**config.mk**
```make
export PLATFORM = sky130hd
export DESIGN_NAME = reg_bus_arbiter_flat
export DESIGN_NICKNAME = d
export VERILOG_FILES = /design/src/rtl/reg_bus_pkg.sv /design/src/rtl/reg_bus_arbiter_if.sv /design/src/rtl/reg_bus_arbiter_rr_pick.sv /design/src/rtl/reg_bus_arbiter.sv /design/src/flat_wrapper.sv
export SDC_FILE = /design/constraint.sdc
export NUM_CORES = 1
export LEC_CHECK = 0
export ABC_AREA = 1
export CAP_MARGIN = 20
export CORE_AREA = 2 2 65 67
export CTS_BUF_LIST = sky130_fd_sc_hd__clkbuf_4 sky130_fd_sc_hd__clkbuf_8
export DETAILED_ROUTE_END_ITERATION = 16
export DIE_AREA = 0 0 67 69
export PLACE_DENSITY_LB_ADDON = 0.3
export SKIP_CTS_REPAIR_TIMING = 1
export SLEW_MARGIN = 30
export SYNTH_ARGS = -nofsm -noshare
export SYNTH_HDL_FRONTEND = slang
export SYNTH_SLANG_ARGS = --single-unit
```
**constraint.sdc**
```tcl
create_clock -name clk -period 1.3 [get_ports clk]
set_input_delay 0.13 -clock clk [delete_from_list [all_inputs] [get_ports clk]]
set_output_delay 0.13 -clock clk [all_outputs]
set_load 0.005 [all_outputs]
```
**src/rtl/reg_bus_pkg.sv**
```systemverilog
// Shared types for the register-bus arbiter: width defaults, FSM states, slice helper.
package reg_bus_pkg;

    localparam int DEF_ADDR_W = 4;
    localparam int DEF_DATA_W = 8;

    typedef enum logic [1:0] {
        IDLE  = 2'd0,
        WRITE = 2'd1,
        READ  = 2'd2
    } arb_state_e;

    // Low bit of element idx inside a packed vector of width-bit elements.
    function automatic int slice_lo(input int idx, input int width);
        return idx * width;
    endfunction

endpackage

```
**src/rtl/reg_bus_arbiter_if.sv**
```systemverilog
// Requester and peripheral signals of the register-bus arbiter; the arbiter uses the slave view,
// the requesters/peripheral environment uses the master view.
interface reg_bus_arbiter_if
    import reg_bus_pkg::*;
#(
    parameter int NREQ   = 2,
    parameter int ADDR_W = DEF_ADDR_W,
    parameter int DATA_W = DEF_DATA_W
);

    logic [NREQ-1:0]        req;
    logic [NREQ-1:0]        req_we;
    logic [NREQ*ADDR_W-1:0] req_addr;
    logic [NREQ*DATA_W-1:0] req_wdata;
    logic [NREQ-1:0]        gnt;
    logic [DATA_W-1:0]      rdata;
    logic [NREQ-1:0]        rvalid;
    logic [ADDR_W-1:0]      address;
    logic [DATA_W-1:0]      data_in;
    logic                   data_write;
    logic [DATA_W-1:0]      data_out;

    modport slave (
        input  req, req_we, req_addr, req_wdata, data_out,
        output gnt, rdata, rvalid, address, data_in, data_write
    );

    modport master (
        output req, req_we, req_addr, req_wdata, data_out,
        input  gnt, rdata, rvalid, address, data_in, data_write
    );

endinterface

```
**src/rtl/reg_bus_arbiter_rr_pick.sv**
```systemverilog
// Combinational round-robin picker: first eligible requester at or after ptr_i, wrapping.
// Requesters flagged in excl_i are skipped for this decision.
module rr_pick #(
    parameter int NREQ  = 2,
    parameter int PTR_W = 1
) (
    input  logic [NREQ-1:0]  req_i,
    input  logic [PTR_W-1:0] ptr_i,
    input  logic [NREQ-1:0]  excl_i,
    output logic [NREQ-1:0]  win_o,
    output logic             any_o
);

    logic [NREQ-1:0] elig;
    logic [NREQ-1:0] win_c;
    logic            found_c;
    int              idx;

    always_comb begin
        elig    = req_i & ~excl_i;
        win_c   = '0;
        found_c = 1'b0;
        idx     = 0;
        for (int off = 0; off < NREQ; off++) begin
            idx = int'(ptr_i) + off;
            if (idx >= NREQ) begin
                idx = idx - NREQ;
            end
            if (!found_c && elig[idx]) begin
                win_c[idx] = 1'b1;
                found_c    = 1'b1;
            end
        end
    end

    assign win_o = win_c;
    assign any_o = found_c;

endmodule

```
**src/rtl/reg_bus_arbiter.sv**
```systemverilog
// Round-robin register-bus arbiter; write strobe+gnt at T+1, read rdata+gnt+rvalid at T+2.
// Backpressure: requesters hold req until their one-cycle gnt; all outputs registered.
module reg_bus_arbiter
    import reg_bus_pkg::*;
#(
    parameter int NREQ   = 2,
    parameter int ADDR_W = DEF_ADDR_W,
    parameter int DATA_W = DEF_DATA_W
) (
    input  logic              clk,
    input  logic              rst,
    reg_bus_arbiter_if.slave  bus
);

    localparam int PTR_W = (NREQ > 1) ? $clog2(NREQ) : 1;

    arb_state_e        state_q, state_d;
    logic [PTR_W-1:0]  ptr_q, ptr_d;
    logic [NREQ-1:0]   owner_q, owner_d;
    logic [ADDR_W-1:0] address_q, address_d;
    logic [DATA_W-1:0] data_in_q, data_in_d;
    logic              data_write_q, data_write_d;
    logic [DATA_W-1:0] rdata_q, rdata_d;
    logic [NREQ-1:0]   gnt_q, gnt_d;
    logic [NREQ-1:0]   rvalid_q, rvalid_d;

    logic [NREQ-1:0]   pick_win;
    logic              pick_any;
    int                win_idx;

    // A read completing this cycle shows its gnt; that requester may not win again until it drops req.
    rr_pick #(
        .NREQ  (NREQ),
        .PTR_W (PTR_W)
    ) u_pick (
        .req_i  (bus.req),
        .ptr_i  (ptr_q),
        .excl_i (gnt_q),
        .win_o  (pick_win),
        .any_o  (pick_any)
    );

    always_comb begin
        win_idx      = 0;
        for (int i = 0; i < NREQ; i++) begin
            if (pick_win[i]) begin
                win_idx = i;
            end
        end

        state_d      = state_q;
        ptr_d        = ptr_q;
        owner_d      = owner_q;
        address_d    = address_q;
        data_in_d    = data_in_q;
        data_write_d = 1'b0;
        rdata_d      = rdata_q;
        gnt_d        = '0;
        rvalid_d     = '0;

        case (state_q)
            IDLE: begin
                if (pick_any) begin
                    owner_d   = pick_win;
                    address_d = bus.req_addr[slice_lo(win_idx, ADDR_W) +: ADDR_W];
                    data_in_d = bus.req_wdata[slice_lo(win_idx, DATA_W) +: DATA_W];
                    ptr_d     = (win_idx == NREQ - 1) ? '0 : PTR_W'(win_idx + 1);
                    if (bus.req_we[win_idx]) begin
                        state_d      = WRITE;
                        data_write_d = 1'b1;
                        gnt_d        = pick_win;
                    end else begin
                        state_d = READ;
                    end
                end
            end
            WRITE: begin
                state_d = IDLE;
            end
            READ: begin
                rdata_d  = bus.data_out;
                gnt_d    = owner_q;
                rvalid_d = owner_q;
                state_d  = IDLE;
            end
            default: begin
                state_d = IDLE;
            end
        endcase
    end

    always_ff @(posedge clk) begin
        if (rst) begin
            state_q      <= IDLE;
            ptr_q        <= '0;
            owner_q      <= '0;
            address_q    <= '0;
            data_in_q    <= '0;
            data_write_q <= 1'b0;
            rdata_q      <= '0;
            gnt_q        <= '0;
            rvalid_q     <= '0;
        end else begin
            state_q      <= state_d;
            ptr_q        <= ptr_d;
            owner_q      <= owner_d;
            address_q    <= address_d;
            data_in_q    <= data_in_d;
            data_write_q <= data_write_d;
            rdata_q      <= rdata_d;
            gnt_q        <= gnt_d;
            rvalid_q     <= rvalid_d;
        end
    end

    assign bus.gnt        = gnt_q;
    assign bus.rvalid     = rvalid_q;
    assign bus.rdata      = rdata_q;
    assign bus.address    = address_q;
    assign bus.data_in    = data_in_q;
    assign bus.data_write = data_write_q;

endmodule

```
**src/flat_wrapper.sv**
```systemverilog
// flat-port wrapper written by rule: the top's interface ports become plain ports
module reg_bus_arbiter_flat import reg_bus_pkg::*;
#(
    parameter int NREQ   = 2,
    parameter int ADDR_W = DEF_ADDR_W,
    parameter int DATA_W = DEF_DATA_W
)
  (clk, rst, bus_req, bus_req_we, bus_req_addr, bus_req_wdata, bus_data_out, bus_gnt, bus_rdata, bus_rvalid, bus_address, bus_data_in, bus_data_write);
  reg_bus_arbiter_if #(.NREQ(NREQ), .ADDR_W(ADDR_W), .DATA_W(DATA_W)) bus_i ();
  input  logic clk;
  input  logic rst;
  input wire logic [$bits(bus_i.req)-1:0] bus_req;
  input wire logic [$bits(bus_i.req_we)-1:0] bus_req_we;
  input wire logic [$bits(bus_i.req_addr)-1:0] bus_req_addr;
  input wire logic [$bits(bus_i.req_wdata)-1:0] bus_req_wdata;
  input wire logic [$bits(bus_i.data_out)-1:0] bus_data_out;
  output wire logic [$bits(bus_i.gnt)-1:0] bus_gnt;
  output wire logic [$bits(bus_i.rdata)-1:0] bus_rdata;
  output wire logic [$bits(bus_i.rvalid)-1:0] bus_rvalid;
  output wire logic [$bits(bus_i.address)-1:0] bus_address;
  output wire logic [$bits(bus_i.data_in)-1:0] bus_data_in;
  output wire logic [$bits(bus_i.data_write)-1:0] bus_data_write;
  assign bus_i.req = bus_req;
  assign bus_i.req_we = bus_req_we;
  assign bus_i.req_addr = bus_req_addr;
  assign bus_i.req_wdata = bus_req_wdata;
  assign bus_i.data_out = bus_data_out;
  assign bus_gnt = bus_i.gnt;
  assign bus_rdata = bus_i.rdata;
  assign bus_rvalid = bus_i.rvalid;
  assign bus_address = bus_i.address;
  assign bus_data_in = bus_i.data_in;
  assign bus_data_write = bus_i.data_write;
  reg_bus_arbiter #(.NREQ(NREQ), .ADDR_W(ADDR_W), .DATA_W(DATA_W)) u_core (.clk(clk), .rst(rst), .bus(bus_i));
endmodule
```
== Word level (Yosys, flattened, before mapping) ==
Index checks and enable logic that the tools add are counted.
Operators by class
  bitwise operators: 6
  add/subtract/negate cells: 4
  shift operators: 2
  muxes and demuxes: 26
  magnitude comparators: 7
  eq/ne operators: 2
  multipliers: 0
  div/mod/pow operators: 0
  reduce and logical (&&, ||, !) cells: 9
Operators by type and width (count)
  $ge A32 B1 Y1 const B: 2
  $lt A32 B3 Y1 const B: 2
  $mux W32: 2
  $mux W1: 16
  $shiftx A16 B5 Y8: 1
  $mux W2: 5
  $shiftx A8 B4 Y4: 1
  $pmux W2 S2: 1
  $reduce_or A2 Y1: 2
  $logic_and A1 B1 Y1: 3
  $not A1 Y1: 3
  $reduce_or A3 Y1: 1
  $sub A1 B2 Y3 const B: 1
  $sub A2 B2 Y3 const B: 1
  $add A1 B1 Y2 const B: 1
  $and A2 B2 Y2: 1
  $demux W1 S1: 2
  $eq A2 B2 Y1 const B: 1
  $ge A1 B2 Y1 const B: 1
  $ge A2 B2 Y1 const B: 1
  $logic_not A2 Y1: 1
  $lt A1 B2 Y1 const B: 1
  $not A2 Y2: 1
  $or A2 B2 Y2: 1
  4 further kinds: 4
Storage, ports and cells
  bits in registers: 30
  memory bits (read-only): 0
  memories kept: 0
  word-level logic and storage cells: 65
  input bits: 38
  latch bits: 0
  bits in writable memories: 0
  output and inout port bits: 25

== Longest topological paths before layout ==
  depth in word-level cells: 16
  depth in mapped cells: 9
  depth with buffers taken out: 8

== Cells and area by module ==
From an unflattened synthesis, not the netlist that was laid out.
Unflattened totals
  cells, all modules: 181
  area total of the unflattened synthesis: 1285.0 sq um
Modules (own cells, without submodules)
  reg_bus_arbiter: instances 1, cells each 166, sequential area each 600.6 sq um, area each 1223.7 sq um
  rr_pick: instances 1, cells each 15, sequential area each 0.0 sq um, area each 61.3 sq um

== Least setup slack after synthesis ==
Ideal clock, no wire load.
  path kind: register to register
  from: register u_core.gnt_q[1], in the netlist u_core.bus.gnt[1]
  to: register u_core.address_q[3], in the netlist u_core.bus.address[3]
  cell stages (with the launch flop): 10
  slack: 0.225 ns
  library setup time: 0.109 ns
  data arrival time: 0.966 ns
  clock period less this slack: 1.075 ns
  buffers on the path: 1
  required time: 1.191 ns
  path through: dfxtp_1 > inv_1 > nand2_1 > inv_2 > nand2_1 > buf_4 > nand3_1 > nand3_1 > nand2_1 > inv_1
On the way
  word-level cells in the longest chain between the ends: 11
  elaborated cells on any way between the ends: 18
  classes of those cells: 1 x shift; 11 x mux; 3 x bitwise; 3 x reduce/logical
Ends and longest elaborated chain
  start, declared: line reg_bus_arbiter.sv:24  | logic [NREQ-1:0] gnt_q, gnt_d;
  start signal, assigned: line reg_bus_arbiter.sv:111  | gnt_q <= gnt_d;
  $not A2 Y2 (*): line reg_bus_arbiter_rr_pick.sv:20  | elig = req_i & ~excl_i;
  $and A2 B2 Y2 (*): line reg_bus_arbiter_rr_pick.sv:20
  $mux W1 (implied by the code) (3 in series): line reg_bus_arbiter_rr_pick.sv:29  | if (!found_c && elig[idx]) begin
  $mux W1: line reg_bus_arbiter_rr_pick.sv:29
  $logic_not A1 Y1: line reg_bus_arbiter_rr_pick.sv:29
  $logic_and A1 B1 Y1: line reg_bus_arbiter_rr_pick.sv:29
  $mux W2: line reg_bus_arbiter_rr_pick.sv:29
  $mux W1: line reg_bus_arbiter.sv:46  | if (pick_win[i]) begin
  $shiftx A8 B4 Y4: line reg_bus_arbiter.sv:65  | address_d = bus.req_addr[slice_lo(win_idx, ADDR_W) +: ADDR_W];
  end signal, assigned: line reg_bus_arbiter.sv:107  | address_q <= address_d;
  end, declared: line reg_bus_arbiter.sv:20  | logic [ADDR_W-1:0] address_q, address_d;
Every way passes the cells marked *; elsewhere a longest branch is shown, timed or not. The select of a mux whose other input is x is not followed.
A chain may end at the register's enable or synchronous reset.

== Worst setup path after layout ==
  from: register u_core.address_q[1], in the netlist u_core.bus.address[1]
  to: output bus_address[1]
RTL lines
  end, declared: line flat_wrapper.sv:20  | output wire logic [$bits(bus_i.address)-1:0] bus_address;
No word-level cell between the ends.

==> impl_metrics.sql <==
INSERT INTO impl_metrics (metric_group, metric, value, unit) VALUES
('finish', 'final_layout_size_suffix_gt1_frac', '0.110', ''),
('route', 'dr_drc_count', '0', ''),
('worst_setup_path', 'timing.critical_path.cells', 'clkdlybuf4s50_1', ''),
('finish', 'n_fill_cell', '414', ''),
('clock_tree', 'ctsRootBufferMaster', 'clkbuf_8', ''),
('power_and_ir_drop', 'switching_share', '0.278', ''),
('logic_synthesis', 'postSynthNetCount', '221', ''),
('logic_synthesis', 'synth.cell_area', '1300', 'um^2'),
('global_routing', 'via_count_of_the_first_global_routing_pass', '1414', ''),
('worst_hold_path', 'min-delay-start', 'bus_data_out[5]', ''),
('power_and_ir_drop', 'power.clock.fraction', '0.313', ''),
('route', 'routed_wire_length_per_instance', '11.8', 'um'),
('finish', 'multi_input_comb_area', '556', 'um^2'),
('worst_setup_path', 'sort_of_element_at_the_end_of_the_critical_path', 'output pin', ''),
('timing', 'min_period', '1.26', 'ns'),
('timing', 'rsz_0062_raised_after_global_routing', 'no', ''),
('power_and_ir_drop', 'vdd_drop_max', '0.725', 'mV'),
('logic_synthesis', 'ys_ff_latch', '30', ''),
('global_routing', 'globalRoute.totalOverflow', '0', ''),
('worst_setup_path', 'rrSetupSlack', '0.10', 'ns'),
('floorplan', 'initial_core_util', '0.333', ''),
('floorplan', 'coreArea', '3910', 'um^2'),
('power_and_ir_drop', 'leakagePower', '1.03', 'nW'),
('global_routing', 'grt_antenna_before_repair', '0', ''),
('clock_tree', 'tritoncts', 'yes', ''),
('placement', 'placed_cells', '297', ''),
('placement', 'pre_cts_slack', '-0.182', 'ns'),
('clock_tree', 'clkSinkCount', '30', ''),
('placement', 'globalplace.congestion', '0.747', ''),
('logic_synthesis', 'ys_seq_area_frac', '0.461', ''),
('worst_setup_path', 'cpLargestDelayFamily', 'buffers and inverters', ''),
('logic_synthesis', 'synth_warnings', '0', ''),
('floorplan', 'floorplan.die.height', '69', 'um'),
('power_and_ir_drop', 'net-switching-power', '0.000701', 'W'),
('timing', 'setup_viol', '0', ''),
('floorplan', 'io-pin-count', '63', ''),
('logic_synthesis', 'synth.avg_cell_area', '7.12', 'um^2'),
('worst_setup_path', 'worst-r2r-cell-count', '7', ''),
('worst_setup_path', 'worst_r2r_startpoint', 'u_core.ptr_q$_SDFFE_PP0P_', ''),
('finish', 'finish.net_count', '292', ''),
('clock_tree', 'numCtsBuffers', '5', ''),
('status', 'status', 'complete, no violations', ''),
('power_and_ir_drop', 'p_comb_frac', '0.266', ''),
('timing', 'clock-skew-final', '0.00382', 'ns'),
('worst_setup_path', 'worstPathBufferInverterCount', '1', ''),
('route', 'antenna_left', '0', ''),
('route', 'vias', '1396', ''),
('timing', 'finalCritPeriodShare', '0.973', ''),
('floorplan', 'die_area', '4620', 'um^2'),
('clock_tree', 'worst_skew_pair.late_latency', '0.28', 'ns'),
('timing', 'max-slew-margin-rel', '0.829', ''),
('worst_setup_path', 'worstReg2RegEnd', 'u_core.bus.gnt[1]$_SDFF_PP0_', ''),
('floorplan', 'chipWidth', '67', 'um'),
('worst_setup_path', 'cpPeakStageDelay', '0.52', 'ns'),
('floorplan', 'num_rows', '23', ''),
('global_routing', 'gr-usage-all-layers', '0.174', ''),
('worst_setup_path', 'cp_slowest_cell', 'clkdlybuf4s50_1', ''),
('power_and_ir_drop', 'power_per_cell_area', '1190', 'nW/um^2'),
('finish', 'areaGrowthSynthToFinish', '63.2', '%'),
('worst_setup_path', 'worst_path_depth', '1', ''),
('run', 'max_cap_viol_count', '0', ''),
('global_routing', 'grt_first_pass_wirelength', '6.22', 'mm'),
('worst_hold_path', 'hp-class', 'in -> reg', ''),
('clock_tree', 'clockBufferDepth', '2', ''),
('timing', 'highest_clock_rate', '791', 'MHz'),
('timing', 'worstMarginPinSlew', '0.257', 'ns'),
('power_and_ir_drop', 'p_int', '0.00182', 'W'),
('timing', 'finalHoldViolations', '0', ''),
('timing', 'final-max-slew-violation-count', '0', ''),
('placement', 'detailedPlacementHpwl', '2.63', 'mm'),
('route', 'route.final.wire_length', '3.60', 'mm');
==> Yosys cell counts <==
library cell	count	area, um^2
nand2_1	37	139
a211oi_2	1	12.5
clkbuf_2	1	5.00
inv_1	23	86.3
buf_4	4	30.0
o21ai_0	9	45.0
clkinv_1	1	3.75
nand3_1	27	135
buf_6	1	11.3
a21oi_1	4	20.0
nand4_1	12	75.1
nor2_4	1	11.3
nand2_2	2	12.5
buf_2	3	15.0
inv_2	1	3.75
nor2_1	26	97.6
dfxtp_1	30	601
==> worst min-delay path: stages <==
cell             delay [ns]
clkdlybuf4s50_1        0.40
nor2_1                 0.10
nor2_1                 0.05
==> power groups by stage <==
| stage | sequential, W | combinational [W] | clock, W |
|---|---|---|---|
| global route | 0.00107 | 0.000755 | 0.000853 |
| detailed placement | 0.00108 | 0.000665 | 0 |
| finish | 0.00106 | 0.000673 | 0.000790 |
| global placement | 0.00108 | 0.000660 | 0 |
| CTS | 0.00106 | 0.000671 | 0.000816 |
| floorplan | 0.00108 | 0.000315 | 0 |
==> how the worst min path moves through the flow <==
stage	end	slack, ns	cells past startpoint
after floorplan	u_core.bus.gnt[0]$_SDFF_PP0_	0.20	1
after CTS	u_core.bus.rdata[2]$_SDFFE_PP0N_	0.43	3
after global routing	u_core.bus.rdata[0]$_SDFFE_PP0N_	0.45	3
after detailed placement	u_core.owner_q[0]$_SDFFE_PP0P_	0.47	2
after global placement	u_core.owner_q[0]$_SDFFE_PP0P_	0.45	2
final	u_core.bus.rdata[5]$_SDFFE_PP0N_	0.44	3
==> per-layer routing <==
layer  part of all wire  global-route usage
met1               0.45               0.217
met2               0.47               0.274
met3              0.063              0.0620
met4              0.018              0.0612
met5                  0                   0
==> kinds of logic (layout without fill, tap and decap cells) <==
kind of cell,Yosys count,count (layout),synth area share
AND/OR/NAND/NOR,105,105,0.361
buffers and inverters,34,106,0.119
flip-flops,30,30,0.461
AO/OA/AOI/OAI,14,14,0.0595
==> state kept, by name, indices dropped and copies added (netlist names) <==
| signal | flops |
|---|---|
| u_core.ptr_q | 1 |
| u_core.bus.rvalid | 2 |
| u_core.bus.gnt | 2 |
| u_core.owner_q | 2 |
| u_core.bus.data_write | 1 |
| u_core.bus.rdata | 8 |
| u_core.bus.address | 4 |
| u_core.state_q | 2 |
| u_core.bus.data_in | 8 |
==> metrics by stage <==
| step | instance area [um^2] | utilization | setup TNS (ns) | hold slack, ns |
|---|---|---|---|---|
| after floorplan | 1300 | - | 0 | 0.199 |
| after global placement | 2010 | 0.513 | -2.51 | 0.451 |
| after detailed placement | 2010 | 0.513 | -2.72 | 0.466 |
| after CTS | 2100 | 0.537 | 0 | 0.427 |
| after global routing | 2130 | 0.544 | 0 | 0.448 |
| final | 2130 | 0.544 | 0 | 0.436 |
==> cells in the final DEF, fill, tap and decap left out, types with 2 or more instances in the layout <==
cell and instances:
inv_1 23, buf_4 10, a21oi_1 4, nor2_1 25, clkdlybuf4s50_1 59, clkbuf_8 6, o21ai_0 9, nand4_1 12
dfxtp_2 2, nand2_1 37, dlymetal6s2s_1 3, nand3_1 27, dfxtp_1 28
==> final cells by class <==
cell class / count / area share
Inverter: 25 / 0.0459
Clock inverter: 1 / 0.00235
Clock buffer: 7 / 0.0423
Timing Repair Buffer: 73 / 0.336
Sequential cell: 30 / 0.283
Tap cell: 50 / 0.0294
Multi-Input combinational cell: 119 / 0.261
Power figures use the tool's default switching activity.
